<file path="config.mk">
export PLATFORM = sky130hd
export DESIGN_NAME = svcs_frame_packer
export DESIGN_NICKNAME = d
export VERILOG_FILES = /design/src/rtl/svcs_frame_pkg.sv /design/src/rtl/svcs_frame_oreg.sv /design/src/rtl/svcs_frame_packer.sv
export SDC_FILE = /design/constraint.sdc
export NUM_CORES = 1
export LEC_CHECK = 0
export ABC_AREA = 1
export CAP_MARGIN = 20
export CORE_MARGIN = 10
export CORE_UTILIZATION = 50
export CTS_BUF_LIST = sky130_fd_sc_hd__clkbuf_4 sky130_fd_sc_hd__clkbuf_8 sky130_fd_sc_hd__clkbuf_16
export CTS_CLUSTER_DIAMETER = 50
export DETAILED_ROUTE_END_ITERATION = 6
export GPL_TIMING_DRIVEN = 0
export PLACE_DENSITY_LB_ADDON = 0.08
export SETUP_SLACK_MARGIN = 0.02
export SYNTH_ARGS = -nofsm -noshare
export SYNTH_HDL_FRONTEND = slang
export SYNTH_SLANG_ARGS = --single-unit
</file>
<file path="constraint.sdc">
create_clock -name clk -period 3 [get_ports clk]
set_input_delay 0.3 -clock clk [delete_from_list [all_inputs] [get_ports clk]]
set_output_delay 0.3 -clock clk [all_outputs]
set_load 0.01 [all_outputs]
</file>
<file path="src/rtl/svcs_frame_pkg.sv">
// Shared SVCS frame definitions: transfer type codes, header field layout,
// and the word-count / header-pack / string-tail-mask helpers.
package svcs_frame_pkg;

    typedef enum logic [2:0] {
        SVCS_BYTE   = 3'd0,
        SVCS_INT    = 3'd1,
        SVCS_REAL   = 3'd2,
        SVCS_INTV   = 3'd3,
        SVCS_REALV  = 3'd4,
        SVCS_STRING = 3'd5
    } svcs_type_e;

    typedef enum logic [1:0] {
        ST_IDLE,
        ST_PAYLOAD,
        ST_TRAIL
    } pack_state_e;

    localparam int HDR_TYPE_LSB = 29;
    localparam int HDR_TYPE_W   = 3;
    localparam int HDR_SEQ_LSB  = 16;
    localparam int HDR_SEQ_W    = 13;
    localparam int HDR_SIZE_LSB = 0;
    localparam int HDR_SIZE_W   = 16;

    function automatic logic [16:0] svcs_word_count(input logic [2:0] t, input logic [15:0] size);
        logic [16:0] wc;
        case (t)
            SVCS_BYTE, SVCS_INT: wc = 17'd1;
            SVCS_REAL:           wc = 17'd2;
            SVCS_INTV:           wc = {1'b0, size};
            SVCS_REALV:          wc = {size, 1'b0};
            SVCS_STRING:         wc = ({1'b0, size} + 17'd3) >> 2;
            default:             wc = '0;
        endcase
        return wc;
    endfunction

    // Scalar types carry no size; the field is zeroed so the receiver never sees junk.
    function automatic logic [31:0] svcs_hdr_pack(input logic [HDR_TYPE_W-1:0] t,
                                                  input logic [HDR_SEQ_W-1:0]  s,
                                                  input logic [HDR_SIZE_W-1:0] size);
        logic [31:0] w;
        w = '0;
        w[HDR_TYPE_LSB +: HDR_TYPE_W] = t;
        w[HDR_SEQ_LSB  +: HDR_SEQ_W]  = s;
        if (t != SVCS_BYTE && t != SVCS_INT && t != SVCS_REAL)
            w[HDR_SIZE_LSB +: HDR_SIZE_W] = size;
        return w;
    endfunction

    function automatic logic [31:0] svcs_str_mask(input logic [15:0] size);
        logic [31:0] m;
        case (size & 16'h0003)
            16'd1:   m = 32'h0000_00FF;
            16'd2:   m = 32'h0000_FFFF;
            16'd3:   m = 32'h00FF_FFFF;
            default: m = 32'hFFFF_FFFF;
        endcase
        return m;
    endfunction

endpackage

</file>
<file path="src/rtl/svcs_frame_oreg.sv">
// One-entry valid/ready output register; loads in the cycle slot_free is high, data visible next cycle.
// Holds data/valid stable while stalled; slot_free = empty or being drained this cycle.
module svcs_frame_oreg #(
    parameter int W = 33
) (
    input  logic         clk,
    input  logic         rst,
    input  logic         in_vld,
    input  logic [W-1:0] in_dat,
    output logic         slot_free,
    output logic         out_vld,
    input  logic         out_rdy,
    output logic [W-1:0] out_dat
);

    logic         vld_q, vld_d;
    logic [W-1:0] dat_q, dat_d;

    assign slot_free = !vld_q || out_rdy;
    assign out_vld   = vld_q;
    assign out_dat   = dat_q;

    always_comb begin
        vld_d = vld_q;
        dat_d = dat_q;
        if (slot_free) begin
            vld_d = in_vld;
            if (in_vld)
                dat_d = in_dat;
        end
    end

    always_ff @(posedge clk or posedge rst) begin
        if (rst) begin
            vld_q <= 1'b0;
            dat_q <= '0;
        end else begin
            vld_q <= vld_d;
            dat_q <= dat_d;
        end
    end

endmodule

</file>
<file path="src/rtl/svcs_frame_packer.sv">
// Frames SVCS transfers as header, W payload words, XOR trailer; header visible one cycle after accept.
// Stalls hdr/data intake whenever the single output slot is occupied and not draining.
module svcs_frame_packer
    import svcs_frame_pkg::*;
#(
    parameter int unsigned MAX_SIZE = 1024
) (
    input  logic        clk,
    input  logic        rst,
    input  logic        hdr_valid,
    output logic        hdr_ready,
    input  logic [2:0]  hdr_type,
    input  logic [15:0] hdr_size,
    input  logic        data_valid,
    output logic        data_ready,
    input  logic [31:0] data,
    output logic        out_valid,
    input  logic        out_ready,
    output logic [31:0] out_data,
    output logic        out_last,
    output logic        err,
    output logic [12:0] seq
);

    localparam logic [16:0] MAX_SIZE_L = MAX_SIZE[16:0];

    pack_state_e state_q, state_d;
    logic [16:0] cnt_q, cnt_d;
    logic [31:0] csum_q, csum_d;
    logic [12:0] seq_q, seq_d;
    logic [2:0]  type_q, type_d;
    logic [15:0] size_q, size_d;
    logic        err_q, err_d;

    logic        slot_free;
    logic        oreg_in_vld;
    logic [32:0] oreg_in_dat;
    logic [32:0] oreg_out_dat;
    logic        hdr_fire, data_fire, hdr_illegal, hdr_sized;
    logic [16:0] hdr_wc;
    logic [31:0] hdr_word, pay_mask, pay_word;

    // Gated by rst so both readies read 0 while reset is held.
    assign hdr_ready  = !rst && state_q == ST_IDLE    && slot_free;
    assign data_ready = !rst && state_q == ST_PAYLOAD && slot_free;
    assign hdr_fire   = hdr_valid  && hdr_ready;
    assign data_fire  = data_valid && data_ready;

    assign hdr_sized   = hdr_type == SVCS_INTV || hdr_type == SVCS_REALV || hdr_type == SVCS_STRING;
    assign hdr_illegal = hdr_type > 3'd5 || (hdr_sized && {1'b0, hdr_size} > MAX_SIZE_L);
    assign hdr_wc      = svcs_word_count(hdr_type, hdr_size);
    assign hdr_word    = svcs_hdr_pack(hdr_type, seq_q, hdr_size);

    always_comb begin
        pay_mask = 32'hFFFF_FFFF;
        if (type_q == SVCS_BYTE)
            pay_mask = 32'h0000_00FF;
        else if (type_q == SVCS_STRING && cnt_q == 17'd1)
            pay_mask = svcs_str_mask(size_q);
        pay_word = data & pay_mask;
    end

    always_comb begin
        state_d     = state_q;
        cnt_d       = cnt_q;
        csum_d      = csum_q;
        seq_d       = seq_q;
        type_d      = type_q;
        size_d      = size_q;
        err_d       = 1'b0;
        oreg_in_vld = 1'b0;
        oreg_in_dat = '0;
        case (state_q)
            ST_IDLE: begin
                if (hdr_fire) begin
                    if (hdr_illegal) begin
                        err_d = 1'b1;
                    end else begin
                        oreg_in_vld = 1'b1;
                        oreg_in_dat = {1'b0, hdr_word};
                        csum_d      = hdr_word;
                        seq_d       = seq_q + 13'd1;
                        type_d      = hdr_type;
                        size_d      = hdr_size;
                        cnt_d       = hdr_wc;
                        state_d     = (hdr_wc == 17'd0) ? ST_TRAIL : ST_PAYLOAD;
                    end
                end
            end
            ST_PAYLOAD: begin
                if (data_fire) begin
                    oreg_in_vld = 1'b1;
                    oreg_in_dat = {1'b0, pay_word};
                    csum_d      = csum_q ^ pay_word;
                    cnt_d       = cnt_q - 17'd1;
                    if (cnt_q == 17'd1)
                        state_d = ST_TRAIL;
                end
            end
            ST_TRAIL: begin
                if (slot_free) begin
                    oreg_in_vld = 1'b1;
                    oreg_in_dat = {1'b1, csum_q};
                    state_d     = ST_IDLE;
                end
            end
            default: state_d = ST_IDLE;
        endcase
    end

    always_ff @(posedge clk or posedge rst) begin
        if (rst) begin
            state_q <= ST_IDLE;
            cnt_q   <= '0;
            csum_q  <= '0;
            seq_q   <= '0;
            type_q  <= '0;
            size_q  <= '0;
            err_q   <= 1'b0;
        end else begin
            state_q <= state_d;
            cnt_q   <= cnt_d;
            csum_q  <= csum_d;
            seq_q   <= seq_d;
            type_q  <= type_d;
            size_q  <= size_d;
            err_q   <= err_d;
        end
    end

    svcs_frame_oreg #(.W(33)) u_oreg (
        .clk       (clk),
        .rst       (rst),
        .in_vld    (oreg_in_vld),
        .in_dat    (oreg_in_dat),
        .slot_free (slot_free),
        .out_vld   (out_valid),
        .out_rdy   (out_ready),
        .out_dat   (oreg_out_dat)
    );

    assign out_data = oreg_out_dat[31:0];
    assign out_last = oreg_out_dat[32];
    assign err      = err_q;
    assign seq      = seq_q;

endmodule

</file>
# Word-level counts from Yosys, hierarchy flattened
# Index checks and enable logic that the tools add are counted.
# word_totals
regBits	104
word_cells	95
output_inout_bits	50
inputBits	56
# op_classes
mux	32
n_reduce_logical	27
add_sub_neg	3
order_cmp	2
eq_ne	19
bitwise_logic	3
# op_table
cell	count
two-way mux 32 bit	8
one-hot mux 33 bit (3 select lines)	1
one-hot mux 32 bit (3 select lines)	1
one-hot mux 17 bit (5 select lines)	1
one-hot mux 32 bit (2 select lines)	1
two-way mux 17 bit	3
one-hot mux 17 bit (2 select lines)	1
AND 32 bit	1
bitwise XOR 32 bit	1
adder 16 x 2 -> 17 bit, second input constant	1
equality test 17 x 1 -> 1 bit, second input constant	1
zero test 17 bit	1
subtractor 17 x 1 -> 17 bit, second input constant	1
> comparator 16 x 11 -> 1 bit, second input constant	1
two-way mux 16 bit	1
adder 13 x 1 -> 13 bit, second input constant	1
two-way mux 2 bit	6
logical AND 1 bit	10
equality test 3 bit, second input constant	3
!= test 2 bit, second input constant	4
two-way mux 1 bit	7
equality test 2 bit, second input constant	3
equality test 3 x 2 -> 1 bit, second input constant	2
zero test 3 bit	2
19 further kinds	24

# Longest topological paths before layout
# logic_depth
depth_word	9
mapped_depth	16
ltp_nobuf	15

# By module
# Synthesis repeated with hierarchy kept, for this count alone.
# unflattened
hier_cells	1037
hier_area_um2	7144.4
# by_module_without_submodules
mod	area_per_inst_um2	seq_area_each_um2	instances	cells_each
svcs_frame_packer	5768.0	1751.7	1	889
svcs_frame_oreg	1376.3	850.8	1	148

# Worst setup path after synthesis
# Ideal clock, no wire load.
# synth_path
path_kind	input to register
from	input rst
to	register cnt_q[12]
t_required_ns	2.860
arrival_time_ns	3.774
path_slack_ns	-0.913
cell_stages	8
setup_ns	0.140
n_path_buf	2
cell_sequence	inv_1 > nand4_1 > nand2_1 > nand2_4 > inv_4 > buf_6 > buf_6 > o22ai_2
# synth_between
elab_chain_len	6
word_cells_on_any_way	10
classes_between	eq/ne: 2; reduce/logical: 8
# synth_lines
element	line	rtl
start, declared	svcs_frame_packer.sv:9	input logic rst,
zero test 1 bit (no source line) *	--	
logical AND 1 bit, on equally long branches (2 in a row)	svcs_frame_packer.sv:45, svcs_frame_packer.sv:44	
logical AND 1 bit, on equally long branches	svcs_frame_packer.sv:47, svcs_frame_packer.sv:46	
!= test 2 bit (no source line)	--	
AND reduction 4 bit (no source line) *	--	
end signal, assigned	svcs_frame_packer.sv:122	cnt_q <= cnt_d;
end, declared	svcs_frame_packer.sv:28	logic [16:0] cnt_q, cnt_d;
# Mark *: on every way between the ends. The rest lies on a longest branch, timed or not.
# A chain may end at the register's enable or synchronous reset.

# Worst setup path in the final report
# layout_path
from	register state_q[0]
to	output data_ready
# layout_between
elab_chain_len	3
# layout_lines
element	line	rtl
start, declared	svcs_frame_packer.sv:27	pack_state_e state_q, state_d;
start signal, assigned	svcs_frame_packer.sv:121	state_q <= state_d;
equality test 2 x 1 -> 1 bit	svcs_frame_packer.sv:45	assign data_ready = !rst && state_q == ST_PAYLOAD && slot_free;
logical AND 1 bit (2 in a row)	svcs_frame_packer.sv:45	
end, declared	svcs_frame_packer.sv:15	output logic data_ready,
# Every way passes these cells.

==> results.ini <==
[run_status]
status = finished clean

[sta]
period_share_pct = 87.4
timing.slew.headroom_pct = 47.8
maxSlewViolCount = 0
setup_viol_count_final = 0
hold_ws_ns = 0.238
rsz0062_at_grt = no
worst_pin_slew_ns = 0.783
finalClockSkew_ns = 0.00984
fin_tns_setup_ns = 0
max_freq_mhz = 382
min_period_ns = 2.62
hold_viol_final = 0

[cts]
clkSinkCount = 104
numCtsBuffers = 9
cts_setup_buffers = 0
tritoncts = done
worstSkewPairLatency_ns = 0.36
hold_buffers = 0
cts_root_buf = clkbuf_16
cts.htree.levels = 3
cts_resized = 0
clk_pin_slew_worst_paths_ns = 0.08
cts_max_path_buffers = 2

[yosys]
syn-num-nets = 1025
synth_compound_area_share_pct = 18.4
synth_edf_count = 0
synth.area.mux_share_pct = 0
synthXorXnorAreaFrac_pct = 3.43
synth_fa_ha_area_share_pct = 0.907
synth_top_family_by_area = simple AND/OR/NAND/NOR gates
syn-mean-instance-area_um2 = 7.16
synthCells = 964
yosysTopAreaCell = dfrtp_1
syn_area_um2 = 6900
synth.distinct_cells = 36
ys.flop_type = dfrtp_1
ys_top_cells_by_count = nand2_1 (219), dfrtp_1 (104), nor2_1 (102)
yosys.area_share.simple_pct = 29.7
synth_warnings = 0
yosysSeqAreaShare_pct = 37.7
ys_top_cells_by_area = dfrtp_1 (38%), nand2_1 (12%), nand3_1 (6.5%), o21ai_0 (5.7%), nor2_1 (5.5%)
synthArstFlopShare_pct = 100
synth_seq_cells = 104
yosys.area.top_type_share_pct = 37.7
yosysMostFrequentCell = nand2_1

[detailed_routing]
viasPerCell = 5.57
first_pass_iters = 5
routed_wl_um = 22400
post_drt_wl_per_cell_um = 17.8
drt_iter0_markers = 595
ant_nets = 0
num_vias = 7030
drc = 0

[floorplan]
die_h_um = 137
coreArea_um2 = 13400
fp.dieArea_um2 = 18900
row_count = 42
pin_count = 106
die_w_um = 137
initial_core_util_pct = 51.5

[pwr]
power.total_uw = 7700
power_density_nw_per_um2 = 897
p_leak_uw = 0.00383
peakVddDrop_mv = 0.390

[worst_setup_path]
critical_path_required_ns = 2.70
slowest_delay_ns = 0.60
path_max_fanout = 10
crit_path_top_delay_cell = clkdlybuf4s50_1
critPathKind = reg -> out
startpoint_type = flop
cpLargestDelayFamily = buffers and inverters
cp-end-kind = primary output
critPathBufInv = 4
crit_arrival_ns = 2.32
cp_cell_sequence = inv_2 -> nor2_4 -> inv_1 -> clkbuf_1 -> nor3_1 -> clkdlybuf4s50_1

[final_layout]
design_area_um2 = 8580
syn_to_final_growth_pct = 24.4
fin_nets = 1141
drive_gt1_share_pct = 12.3
fin_cells = 1261
n_antenna_cell = 0

[run]
cap_violations = 0

[global_route]
antenna_found_initial = 0
grt_pass1_vias = 6587
grt_remaining_overflow = 0
grt_pass1_wl_um = 35400
grt_max_degree = 35
track_usage_pct = 23.7

[placed_design]
dp.cells = 1245
place_area_um2 = 8280
io_buffers = 102
place_hpwl_um = 17100
gp_congestion = 1.00

[min_path]
hold_class = in -> reg

## cell type report
class,count,area [µm²]
clock buffer,12,267
tap,176,220
fill,1286,4820
clock inverter,4,33.8
timing repair buffer,105,1080
sequential,104,2600
multi-input combinational,712,3670
inverter,98,379
buffer,50,327
## per-stage QoR
step	utilization, %	setup slack, ns
after CTS	64.0	0.388
after detailed placement	61.8	0.0491
final	64.0	0.379
after floorplan	-	-0.110
after global routing	64.0	0.284
after global placement	61.4	-2.04
## worst min-delay path: cells and delay by family
family | cells | cell delay (ns)
AND/OR/NAND/NOR | 2 | 0.14
buffers and inverters | 1 | 0.13
## registers in the layout, indices dropped and copies added, names as in the netlist
signal,flops
u_oreg.out_vld,1
cnt_q,17
state_q,2
seq,13
csum_q,32
u_oreg.out_dat,33
size_q,2
type_q,3
err,1
## per-layer routing
metal | share of wire [%] | GRT usage (%) | up-vias | routed length (µm)
met2 | 48 | 38.7 | 271 | 10700
met5 | 0 | 0 | - | 0
met4 | 2.2 | 6.79 | 0 | 492
met1 | 43 | 31.1 | 3291 | 9700
li1 | - | - | 3426 | -
met3 | 6.9 | 4.52 | 42 | 1550
## worst paths after layout
path | start | to | slack [ns] | cells after the start
min in group asynchronous | rst | cnt_q[8] | 0.36 | 2
max in group asynchronous | rst | csum_q[24] | 1.69 | 5
worst min-delay path | hdr_type[2] | type_q[2] | 0.24 | 3
worst max register to register | cnt_q[1] | u_oreg.out_dat[16] | 0.88 | 11
worst min register to register | type_q[1] | type_q[1] | 0.49 | 2
worst max-delay path | state_q[0] | data_ready | 0.38 | 6
## report_power, final
group	total [µW]	internal [µW]	switching, µW
combinational	3980	1630	2350
sequential	2520	2020	491
clock	1210	640	566
total	7700	4290	3400
## logic make-up after synthesis
kind of cell,count (synthesis)
compound gates,215
buf+inv,148
fa+ha+maj,5
xor+xnor,27
simple gates,465
flops,104
## cells in the final DEF (no fill, tap or decap), types with 2 or more instances in the layout
cell             count
ha_1                 5
nor4_1               5
clkbuf_1            12
buf_8                3
nand2_4              2
nand2_2              7
o21ai_0             76
o211ai_1             6
clkbuf_16            9
buf_4                9
nand3_2              2
nand3_1             89
buf_2               15
clkdlybuf4s50_1    102
nor3_1              10
inv_1               89
buf_1                4
nand4_1             15
xor2_1              26
nand2_1            219
nor2_4               4
nor2_2              15
a21oi_2             31
inv_4                3
clkinvlp_4           2
inv_2                5
o22ai_2              6
inv_6                2
o22ai_1             34
buf_12               3
dfrtp_1            104
buf_6                7
clkbuf_8             3
a21oi_1             47
nor2_1              94
o21ai_1             12
Power figures use the tool's default switching activity.
==> RTL change, RTL diff (config.mk and constraints unchanged) <==
Re-encode `pack_state_e` (3 states) as one-hot, 3 bits wide.
--- a/src/rtl/svcs_frame_pkg.sv
+++ b/src/rtl/svcs_frame_pkg.sv
@@ -12,8 +12,8 @@
     } svcs_type_e;
 
-    typedef enum logic [1:0] {
-        ST_IDLE,
-        ST_PAYLOAD,
-        ST_TRAIL
+    typedef enum logic [2:0] {
+        ST_IDLE    = 3'b001,
+        ST_PAYLOAD = 3'b010,
+        ST_TRAIL   = 3'b100
     } pack_state_e;
 
Function: same outputs for any inputs over 4 cycles, from zero or initial values and one cycle with rst high; so few cycles prove little.
==> RTL change against the unedited design <==
- global-route usage up 1.3 points
- sequential cell count up 1
- via count up 12%
- total power up 2.0%
- final area up 4.0%
- routed wire length up 13%
- area after synthesis up 5.0%
- die area up 4.2%
- synthesized cell count up 16%
- fmax down 3.5%
- setup slack worse by 0.094 ns
- clock skew up 0.0020 ns
- critical endpoint is now u_oreg.out_dat[0]$_DFFE_PP0P_
==> RTL change: results (changes against the unedited design) <==
drt:
  drt_iter0_drc: 1077  # +81%
  wl_met3_mm: 2.496  # +61%
  drt_pass1_iterations: 6  # +1
  wl_per_cell_um: 17.77  # about the same
  wl_met2_mm: 11.05  # +3.7%
  via_per_inst: 5.547  # -0.50%
place:
  place_hpwl_mm: 19.42  # +13%
  buffer_ports.inserted: 104  # +2.0%
  dp_slack_ns: -0.1023  # -0.1515 ns
power_and_ir_drop:
  irDropWorstVdd_v: 0.0005412  # +39%
worst_setup_path:
  rr_endpoint: "csum_q[26]$_DFFE_PP0P_"
  rr_worst_depth: 9  # -2
  timing.rr.start: "state_q[0]$_DFFE_PP1P_"
synth:
  yosysSeqAreaShare: 0.3629  # -0.01422
  syn_nets: 1179  # +15%
  synth_top_cells_by_count: "373 x nand2_1, 130 x nor2_1, 124 x inv_1"
  synthXorXnorAreaFrac: 0.02781  # -0.006459
  synth_compound_area_frac: 0.1144  # -0.06933
  syn_area_per_cell_um2: 6.479  # -9.5%
cells_and_area:
  fillers: 1345  # +4.6%
  finalNonFillerCells: 1420  # +13%
  drive_above_1_share: 0.05565  # -0.06694
  nNetsFinal: 1296  # +14%
  seq_area_um2: 2629  # +1.0%
  clkCellAreaFrac: 0.03786  # +0.002872
  multiInputGateArea_um2: 3847  # +4.8%
  buf_share: 0.1552  # -0.008780
sta:
  final.period_utilization: 0.9050  # +0.03140
global_route:
  grt_max_degree: 40  # +14%
  grt_pass1_wl_mm: 39.93  # +13%
  met3_usage: 0.05781  # +0.01265
run_status:
  status: "finished clean"
## RTL change: changes by cell type after synthesis, moves of 21 or more
cell,change
nand3_1,-27
inv_1,+34
a21oi_2,-21
o22ai_1,-26
nand2_1,+154
nor2_1,+28
a21oi_1,-21
nand4_1,+39
## RTL change: metrics by stage
stage               TNS [ns]  hold slack [ns]
global placement     -185.00           0.4547
detailed placement    -1.962           0.4628
floorplan             -9.394           0.4210
CTS                        0           0.2858
global route               0           0.3379
finish                     0           0.2981
## RTL change: worst max-delay path, stage by stage
cell and delay [ns]:
clkdlybuf4s50_1 0.50, clkinvlp_4 0.62, nand2_1 0.33, nor2_2 0.07, nand2_1 0.18, inv_2 0.13, clkbuf_1 0.31, nand2_1 0.12
o21ai_0 0.07, o21ai_0 0.22, nand2_1 0.08
## RTL change: report_power, final
part	total, mW	internal (mW)	leakage [nW]	switching [mW]
Sequential	2.50	2.06	1.26	0.434
Combinational	4.00	1.57	2.91	2.43
Clock	1.36	0.782	0.162	0.576
